`src/rtl/sensor_frame_emitter.sv`:
```
// ---------------------------------------------------------------------------
// sensor_frame_emitter
//
// Purpose:
//   Stands in for the image sensor on the parallel pixel bus. Emits one frame
//   per start request with sensor-like timing (pixclk, line_valid, frame_valid,
//   12-bit dout). Pixels come either from a frame-buffer read port (replay) or
//   from an internal ramp, dout = (row + col) mod 4096. done pulses once the
//   frame and its vertical blanking have been sent.
//
// Ports:
//   clock        in   1       system clock
//   reset_bar    in   1       synchronous reset, active low
//   start        in   1       one-cycle request to emit a frame (IDLE only)
//   pattern      in   1       0 = replay from frame buffer, 1 = ramp
//   busy         out  1       high from accept until done
//   done         out  1       one-cycle pulse at the end of vertical blanking
//   readEnable   out  1       frame-buffer read strobe
//   readAddr     out  ADDR_W  frame-buffer address, row*WIDTH+col
//   readData     in   12      read data, valid the cycle after readEnable
//   pixclk       out  1       emitted pixel clock
//   line_valid   out  1       emitted LV
//   frame_valid  out  1       emitted FV
//   dout         out  12      emitted pixel data
// ---------------------------------------------------------------------------
module sensor_frame_emitter #(
    parameter int WIDTH        = 64,
    parameter int HEIGHT       = 48,
    parameter int HBLANK       = 8,
    parameter int VBLANK_LINES = 2,
    parameter int PIXCLK_DIV   = 1,
    parameter int ADDR_W       = 12
) (
    input  logic              clock,
    input  logic              reset_bar,
    input  logic              start,
    input  logic              pattern,
    output logic              busy,
    output logic              done,
    output logic              readEnable,
    output logic [ADDR_W-1:0] readAddr,
    input  logic [11:0]       readData,
    output logic              pixclk,
    output logic              line_valid,
    output logic              frame_valid,
    output logic [11:0]       dout
);

    localparam int VBL_SLOTS = VBLANK_LINES * (WIDTH + HBLANK);

    localparam logic [15:0] SLOT_LAST = 16'(2 * PIXCLK_DIV - 1);
    localparam logic [15:0] DIV_CNT   = 16'(PIXCLK_DIV);
    localparam logic [15:0] COL_LAST  = 16'(WIDTH - 1);
    localparam logic [15:0] ROW_LAST  = 16'(HEIGHT - 1);
    localparam logic [15:0] HB_LAST   = 16'(HBLANK - 1);
    localparam logic [15:0] VB_LAST   = 16'(VBL_SLOTS - 1);

    typedef enum logic [2:0] {
        S_IDLE,
        S_LEAD,
        S_ACTIVE,
        S_HGAP,
        S_TAIL,
        S_VBLANK
    } state_t;

    state_t              state_q, state_d;
    logic [15:0]         slotCnt_q, slotCnt_d;
    logic [15:0]         phaseCnt_q, phaseCnt_d;
    logic [15:0]         col_q, col_d;
    logic [15:0]         row_q, row_d;
    logic                busy_q, busy_d;
    logic                done_q, done_d;
    logic                ramp_q, ramp_d;
    logic                lv_q, lv_d;
    logic                fv_q, fv_d;
    logic [11:0]         dout_q, dout_d;
    logic                pixclk_q, pixclk_d;
    logic                readEnable_q, readEnable_d;
    logic                readValid_q, readValid_d;
    logic [ADDR_W-1:0]   readAddr_q, readAddr_d;
    logic [ADDR_W-1:0]   addrCnt_q, addrCnt_d;
    logic [11:0]         prefetch_q, prefetch_d;

    logic                slotLast;
    logic                issueRead;
    logic                frameStart;
    logic [ADDR_W-1:0]   addrNow;

    // Next-state logic. Everything visible on the bus is recomputed on the
    // last cycle of a slot so it appears in slot cycle 0, right after the
    // pixclk falling edge, and stays put across the rising edge.
    always_comb begin
        state_d      = state_q;
        phaseCnt_d   = phaseCnt_q;
        col_d        = col_q;
        row_d        = row_q;
        busy_d       = busy_q;
        done_d       = 1'b0;
        ramp_d       = ramp_q;
        lv_d         = lv_q;
        fv_d         = fv_q;
        dout_d       = dout_q;
        readEnable_d = 1'b0;
        readValid_d  = readEnable_q;
        readAddr_d   = readAddr_q;
        addrCnt_d    = addrCnt_q;
        prefetch_d   = prefetch_q;
        issueRead    = 1'b0;
        frameStart   = 1'b0;
        addrNow      = addrCnt_q;

        slotLast  = (slotCnt_q == SLOT_LAST);
        slotCnt_d = slotLast ? 16'd0 : slotCnt_q + 16'd1;
        pixclk_d  = (slotCnt_d >= DIV_CNT);

        // A start in IDLE is only latched here; the frame begins at the next
        // slot boundary so the first FV edge lands on a pixclk falling edge.
        if (state_q == S_IDLE && !busy_q && start) begin
            busy_d = 1'b1;
            ramp_d = pattern;
        end

        if (readValid_q) begin
            prefetch_d = readData;
        end

        if (slotLast) begin
            case (state_q)
                S_IDLE: begin
                    if (busy_q) begin
                        state_d    = S_LEAD;
                        phaseCnt_d = 16'd0;
                        row_d      = 16'd0;
                        col_d      = 16'd0;
                    end
                end
                S_LEAD, S_HGAP: begin
                    if (phaseCnt_q == HB_LAST) begin
                        state_d = S_ACTIVE;
                        col_d   = 16'd0;
                    end else begin
                        phaseCnt_d = phaseCnt_q + 16'd1;
                    end
                end
                S_ACTIVE: begin
                    if (col_q == COL_LAST) begin
                        col_d      = 16'd0;
                        phaseCnt_d = 16'd0;
                        if (row_q == ROW_LAST) begin
                            row_d   = 16'd0;
                            state_d = S_TAIL;
                        end else begin
                            row_d   = row_q + 16'd1;
                            state_d = S_HGAP;
                        end
                    end else begin
                        col_d = col_q + 16'd1;
                    end
                end
                S_TAIL: begin
                    if (phaseCnt_q == HB_LAST) begin
                        state_d    = S_VBLANK;
                        phaseCnt_d = 16'd0;
                    end else begin
                        phaseCnt_d = phaseCnt_q + 16'd1;
                    end
                end
                S_VBLANK: begin
                    if (phaseCnt_q == VB_LAST) begin
                        state_d = S_IDLE;
                        busy_d  = 1'b0;
                        done_d  = 1'b1;
                    end else begin
                        phaseCnt_d = phaseCnt_q + 16'd1;
                    end
                end
                default: begin
                    state_d = S_IDLE;
                end
            endcase

            fv_d = (state_d != S_IDLE) && (state_d != S_VBLANK);
            lv_d = (state_d == S_ACTIVE);

            // On a one-cycle-per-half-period pixclk the read data arrives on
            // the same edge that loads dout, so take it straight from the port.
            dout_d = 12'd0;
            if (state_d == S_ACTIVE) begin
                if (ramp_q) begin
                    dout_d = 12'(row_d + col_d);
                end else begin
                    dout_d = readValid_q ? readData : prefetch_q;
                end
            end

            // The upcoming slot fetches the pixel shown in the slot after it:
            // the last LEAD/HGAP slot fetches column 0, every ACTIVE slot but
            // the last column fetches its right-hand neighbour.
            issueRead = ((state_d == S_LEAD || state_d == S_HGAP) && phaseCnt_d == HB_LAST)
                      || (state_d == S_ACTIVE && col_d != COL_LAST);

            frameStart = (state_q == S_IDLE) && (state_d == S_LEAD);
            addrNow    = frameStart ? '0 : addrCnt_q;
            addrCnt_d  = addrNow;

            if (issueRead && !ramp_q) begin
                readEnable_d = 1'b1;
                readAddr_d   = addrNow;
                addrCnt_d    = addrNow + ADDR_W'(1);
            end
        end
    end

    // State register with synchronous active-low reset.
    always_ff @(posedge clock) begin
        if (!reset_bar) begin
            state_q      <= S_IDLE;
            slotCnt_q    <= 16'd0;
            phaseCnt_q   <= 16'd0;
            col_q        <= 16'd0;
            row_q        <= 16'd0;
            busy_q       <= 1'b0;
            done_q       <= 1'b0;
            ramp_q       <= 1'b0;
            lv_q         <= 1'b0;
            fv_q         <= 1'b0;
            dout_q       <= 12'd0;
            pixclk_q     <= 1'b0;
            readEnable_q <= 1'b0;
            readValid_q  <= 1'b0;
            readAddr_q   <= '0;
            addrCnt_q    <= '0;
            prefetch_q   <= 12'd0;
        end else begin
            state_q      <= state_d;
            slotCnt_q    <= slotCnt_d;
            phaseCnt_q   <= phaseCnt_d;
            col_q        <= col_d;
            row_q        <= row_d;
            busy_q       <= busy_d;
            done_q       <= done_d;
            ramp_q       <= ramp_d;
            lv_q         <= lv_d;
            fv_q         <= fv_d;
            dout_q       <= dout_d;
            pixclk_q     <= pixclk_d;
            readEnable_q <= readEnable_d;
            readValid_q  <= readValid_d;
            readAddr_q   <= readAddr_d;
            addrCnt_q    <= addrCnt_d;
            prefetch_q   <= prefetch_d;
        end
    end

    assign busy        = busy_q;
    assign done        = done_q;
    assign readEnable  = readEnable_q;
    assign readAddr    = readAddr_q;
    assign pixclk      = pixclk_q;
    assign line_valid  = lv_q;
    assign frame_valid = fv_q;
    assign dout        = dout_q;

endmodule

```
`config.mk`:
```
export PLATFORM = sky130hd
export DESIGN_NAME = sensor_frame_emitter
export DESIGN_NICKNAME = d
export VERILOG_FILES = /design/src/rtl/sensor_frame_emitter.sv
export SDC_FILE = /design/constraint.sdc
export NUM_CORES = 1
export LEC_CHECK = 0
export ABC_AREA = 1
export BUFFER_PORTS_ARGS = -buffer_cell sky130_fd_sc_hd__buf_2
export CAP_MARGIN = 10
export CORE_AREA = 2 2 121 123
export CTS_CLUSTER_DIAMETER = 60
export DETAILED_ROUTE_END_ITERATION = 6
export DIE_AREA = 0 0 123 125
export PLACE_DENSITY_LB_ADDON = 0.25
export SLEW_MARGIN = 40
export SYNTH_ARGS = -nofsm -noshare
export SYNTH_HDL_FRONTEND = slang
export SYNTH_SLANG_ARGS = --single-unit
```
`constraint.sdc`:
```
create_clock -name clock -period 3.1 [get_ports clock]
set_input_delay 0.62 -clock clock [delete_from_list [all_inputs] [get_ports clock]]
set_output_delay 0.62 -clock clock [all_outputs]
set_load 0.005 [all_outputs]
```
==> Word level (Yosys, flattened, before mapping) <==
Cells that the tools add are included.
{ "op_classes": {"add_sub_neg": 6, "n_lt_le_gt_ge": 1, "n_eq_ne": 16, "muxes": 37, "n_reduce_logical": 17} }
{ "op_table": {"columns": ["cell", "n"], "rows": [
  ["$mux 16", 15],
  ["$pmux 16 s5", 1],
  ["$add 16x1->16 const B", 4],
  ["$mux 12", 5],
  ["$pmux 16 s3", 1],
  ["$eq 16x3->1 const B", 2],
  ["$eq 16x6->1 const B", 2],
  ["$pmux 16 s2", 1],
  ["$mux 3", 7],
  ["$eq 16x1->1 const B", 1],
  ["$eq 16x8->1 const B", 1],
  ["$ge 16x1->1 const B", 1],
  ["$ne 16x6->1 const B", 1],
  ["$pmux 3 s5", 1],
  ["$add 12x1->12 const B", 1],
  ["$add 12x12->12", 1],
  ["$eq 3x2->1 const B", 4],
  ["$logic_and 1x1->1", 7],
  ["$eq 3x1->1 const B", 2],
  ["$eq 3x3->1 const B", 2],
  ["$mux 1", 6],
  ["$reduce_and 2->1", 2],
  ["$logic_not 3->1", 1],
  ["$ne 3x3->1 const B", 1],
  ["other kinds (5)", 7]
]} }
{ "word_totals": {"ff_bits": 123, "input_bits": 16, "out_inout_bits": 30, "elab_cells": 94} }

==> Longest topological paths before layout <==
{ "logic_depth": {"ltp_word": 11, "depth_mapped": 24, "depth_no_buf": 23} }

==> Worst setup path before layout <==
No wires, ideal clock.
{ "synth_path": {"kind": "reg2reg", "startpoint": "register col_q[1]", "endpoint": "register dout_q[9] (netlist: dout[9])", "setup_time_ns": 0.116, "arrival_ns": 2.959, "required_ns": 2.984, "setup_slack_ns": 0.025, "stages_incl_launch_ff": 20, "path_buffers": 1, "synth_period_minus_slack_ns": 3.075, "cell_sequence": "dfxtp_1 > ha_1 > nand2_2 > nor3_4 > nand2_2 > buf_2 > nor3_1 > nand3b_1 > o21ai_0 > ha_1 > a21oi_1 > nor2_1 > a211oi_1 > nand2_1 > nand3_1 > nand2_1 > nand2_1 > nand2_1 > o21ai_1 > nand2_1"} }
{ "synth_between": {"elab_chain_len": 7, "word_cells_on_any_way": 17, "cone_classes": "2 x add/sub; 2 x eq/ne; 13 x mux"} }
{ "synth_rtl": {"columns": ["item", "line_no", "text"], "rows": [
  ["start: declaration", "70", "logic [15:0] col_q, col_d;"],
  ["start signal: assignment", "239", "col_q <= col_d;"],
  ["$add 16x1->16 or $eq 16x6->1 (tied branches)", "158, 147", null],
  ["$mux 16", "147", "if (col_q == COL_LAST) begin"],
  ["$pmux 16 s3 or $pmux 16 s2 (tied branches)", "129", "case (state_q)"],
  ["$mux 16", "128", "if (slotLast) begin"],
  ["$add 12x12->12", "191", "dout_d = 12'(row_d + col_d);"],
  ["$mux 12", "190", "if (ramp_q) begin"],
  ["$mux 12 (*)", "189", "if (state_d == S_ACTIVE) begin"],
  ["end signal: assignment", "246", "dout_q <= dout_d;"],
  ["end: declaration", "77", "logic [11:0] dout_q, dout_d;"]
]} }
Mark *: on every way between the ends. The rest lies on a longest branch, timed or not. The select of a mux whose other input is x is not followed.
A chain may end at the register's enable or synchronous reset.

==> Final worst setup path <==
{ "layout_path": {"startpoint": "register row_q[12]", "endpoint": "register dout_q[6] (netlist: dout[6])"} }
{ "layout_between": {"elab_chain_len": 8, "word_cells_on_any_way": 13, "cone_classes": "1 x add/sub; 2 x eq/ne; 10 x mux"} }
{ "layout_rtl": {"columns": ["item", "line_no", "text"], "rows": [
  ["start: declaration", "71", "logic [15:0] row_q, row_d;"],
  ["start signal: assignment", "240", "row_q <= row_d;"],
  ["$eq 16x6->1 (*)", "150", "if (row_q == ROW_LAST) begin"],
  ["$mux 16", "150", null],
  ["$mux 16", "147", null],
  ["$pmux 16 s2", "129", null],
  ["$mux 16", "128", null],
  ["$add 12x12->12", "191", null],
  ["$mux 12", "190", null],
  ["$mux 12 (*)", "189", null]
]} }
Marks and branches as above.

==> impl_metrics.env <==
export IMPL_grt_max_degree=38
export IMPL_irDropWorstVdd_mv=0.406
export IMPL_ys_async_sr_fraction_pct=0
export IMPL_cp_required_ns=3.42
export IMPL_drt_iter0_markers=848
export IMPL_numCtsBuffers=17
export IMPL_cp_max_fo=7
export IMPL_ys_flop_type="dfxtp_1"
export IMPL_fin_skew_ns=0.00830
export IMPL_synth_cell_type_count=46
export IMPL_slowest_stage="nor4_1"
export IMPL_end_kind="flop"
export IMPL_slowest_delay_ns=0.43
export IMPL_antennaDiodeCount=0
export IMPL_cts_max_path_buffers=2
export IMPL_cts_tree="built"
export IMPL_crit_path_cell_trace="nor4_1 > nand4_1 > nand2_2 > nor2_4 > buf_4 > nor2_1 > a21oi_2 > ha_1 > fa_1 > nand4_1 > nand3_1 > nand2_1 > a21o_1 > nand3_1 > nand2_1 > nand2_1"
export IMPL_grt_antenna_before_repair=0
export IMPL_core_area_um2=14200
export IMPL_stdcell_area_um2=9070
export IMPL_dieWidth_um=123
export IMPL_vias=8213
export IMPL_powerDensity_nw_per_um2=464
export IMPL_grt_pass1_vias=7556
export IMPL_netlist_instances=1194
export IMPL_final_common_cell="nand2_1"
export IMPL_dieArea_um2=15400
export IMPL_die_h_um=125
export IMPL_rows=44
export IMPL_gp_congestion=0.945
export IMPL_start_kind="flop"
export IMPL_critical_path_arrival_ns=3.26
export IMPL_yosys_warnings=0
export IMPL_drc=0
export IMPL_drive_above_1_share_pct=15.5
export IMPL_cp_common_cell="nand2_1"
export IMPL_p_leak_nw=4.00
export IMPL_max_freq_mhz=341
export IMPL_overflow=0
export IMPL_antenna_left=0
export IMPL_syn_area_per_cell_um2=6.39
export IMPL_ys_seq_elements=123
export IMPL_portBuffers=45
export IMPL_finalCriticalPeriod_ns=2.94
export IMPL_crit_type="flop to flop"
export IMPL_layout_cells_non_filler=1467
export IMPL_wirelength_um=21800
export IMPL_hold_slack_ns=0.450
export IMPL_clk_pin_slew_worst_paths_ns=0.06
export IMPL_cts_htree_levels=4
export IMPL_status="finished clean"
export IMPL_grt_pass1_wl_um=35200
export IMPL_firstDrtPassIters=5
export IMPL_synth_top_area_share_pct=32.3
export IMPL_place_area_um2=8220
export IMPL_synth_area_um2=7630
export IMPL_area_growth_pct=18.8
export IMPL_netlist_top_cells_area="dfxtp_1, nand2_1, nor2_1, inv_1, nand3_1"
export IMPL_fin_crit_sh_pct=94.7
export IMPL_cp_num_buf_inv=1
export IMPL_clk_latency_ns=0.43
export IMPL_final_max_slew_viol_count=0
export IMPL_placed_cells=1425
export IMPL_synth_nets=1228
export IMPL_synth_area_leader_cell="dfxtp_1"
export IMPL_crit_family="simple AND/OR/NAND/NOR gates"
export IMPL_synth_edf_count=0
export IMPL_root_buffer="clkbuf_16"
export IMPL_final_nets=1304
export IMPL_cap_violations=0
export IMPL_worst_slew_pin_slew_ns=0.694
export IMPL_io_pins=46
export IMPL_wl_per_cell_um=14.8
export IMPL_viasPerCell=5.60
export IMPL_rsz0062_at_grt="true"
export IMPL_hold_class="flop to flop"
export IMPL_track_usage_pct=28.3
export IMPL_final_cell_mix="nand2_1, nor2_1, inv_1, dfxtp_1, nand3_1"
export IMPL_synth_seq_area_share_pct=32.3
export IMPL_cts_hold_buf=0
export IMPL_setup_viol=0
export IMPL_hpwlAfterDp_um=15000
export IMPL_hold_violations=0
export IMPL_cts_sinks=123
export IMPL_total_power_mw=4.21
export IMPL_finalSetupTns_ns=0
export IMPL_initial_core_util_pct=53.7
export IMPL_slew_headroom_pct=53.7
## registers in the layout (all words and copies together) (netlist names), 12 cells and up
name / flops
dout: 12
prefetch_q: 12
readAddr: 12
row_q: 16
col_q: 16
phaseCnt_q: 16
addrCnt_q: 12
slotCnt_q: 16
## report_power, final
part / switching (mW) / total (mW) / internal (mW)
combinational: 0.400 / 0.557 / 0.157
sequential: 0.0266 / 1.63 / 1.61
clock: 0.799 / 2.02 / 1.22
## kinds of logic (layout without fill, tap and decap cells)
family	count (synthesis)	in the layout	synth area share [%]
fa+ha+maj	18	18	3.05
mux	12	12	1.57
xor+xnor	24	24	2.75
compound gates	168	168	12.6
buf+inv	178	266	9.41
flops	123	123	32.3
simple gates	671	672	38.3
## cell usage after synthesis, drive strengths merged, types with 10 or more instances
| master | count |
|---|---|
| a21oi | 41 |
| buf | 19 |
| clkbuf | 22 |
| dfxtp | 123 |
| ha | 17 |
| inv | 134 |
| mux2i | 12 |
| nand2 | 350 |
| nand3 | 91 |
| nand4 | 45 |
| nor2 | 142 |
| nor3 | 25 |
| nor4 | 10 |
| o211ai | 16 |
| o21ai | 77 |
| o21bai | 11 |
| xor2 | 16 |
## through the flow
stage	utilization [%]	setup WS [ns]
2_1_floorplan	-	0.0248
3_3_place_gp	57.9	0.128
3_5_place_dp	57.9	0.0697
4_1_cts	62.2	0.0429
5_1_grt	63.9	-0.0978
6_report	63.9	0.164
## path summary, 6_finish.rpt
path / cells after the start / end / from / slack [ns]
max: 16 / dout[6]$_SDFFE_PN0N_ / row_q[12]$_SDFFE_PN0P_ / 0.16
max reg2reg: 16 / dout[6]$_SDFFE_PN0N_ / row_q[12]$_SDFFE_PN0P_ / 0.16
min reg2reg: 2 / readValid_q$_SDFF_PN0_ / readEnable$_SDFF_PN0_ / 0.45
min: 2 / readValid_q$_SDFF_PN0_ / readEnable$_SDFF_PN0_ / 0.45
## worst reg2reg max path, stage by stage (launching register included)
cell and delay, ns:
dfxtp_1 0.36, nor4_1 0.43, nand4_1 0.23, nand2_2 0.15
nor2_4 0.05, buf_4 0.14, nor2_1 0.11, a21oi_2 0.06
ha_1 0.21, fa_1 0.41, nand4_1 0.11, nand3_1 0.13
nand2_1 0.12, a21o_1 0.11, nand3_1 0.09, nand2_1 0.08
nand2_1 0.05
## final cells by class
class,instances,area (um^2)
clock buffers,18,439
clock inverters,14,159
flip-flops and latches,123,2480
repair buffers,97,632
multi-input cells,894,4620
fillers,1246,5130
inverters,137,515
well taps,184,230
## metal layers
metal	global-route usage, %	part of all wire [%]
met1	36.8	43
met2	46.2	47
met3	4.56	6.4
met4	12.4	3.1
met5	0	0
## timing repair
action                     CTS  global route
cloned                       0             1
pin swaps                    0            14
setup buffers                0             9
resized for setup            2            53
setup endpoints to repair    3            34
No activity file was read; power rests on OpenSTA's default activity.
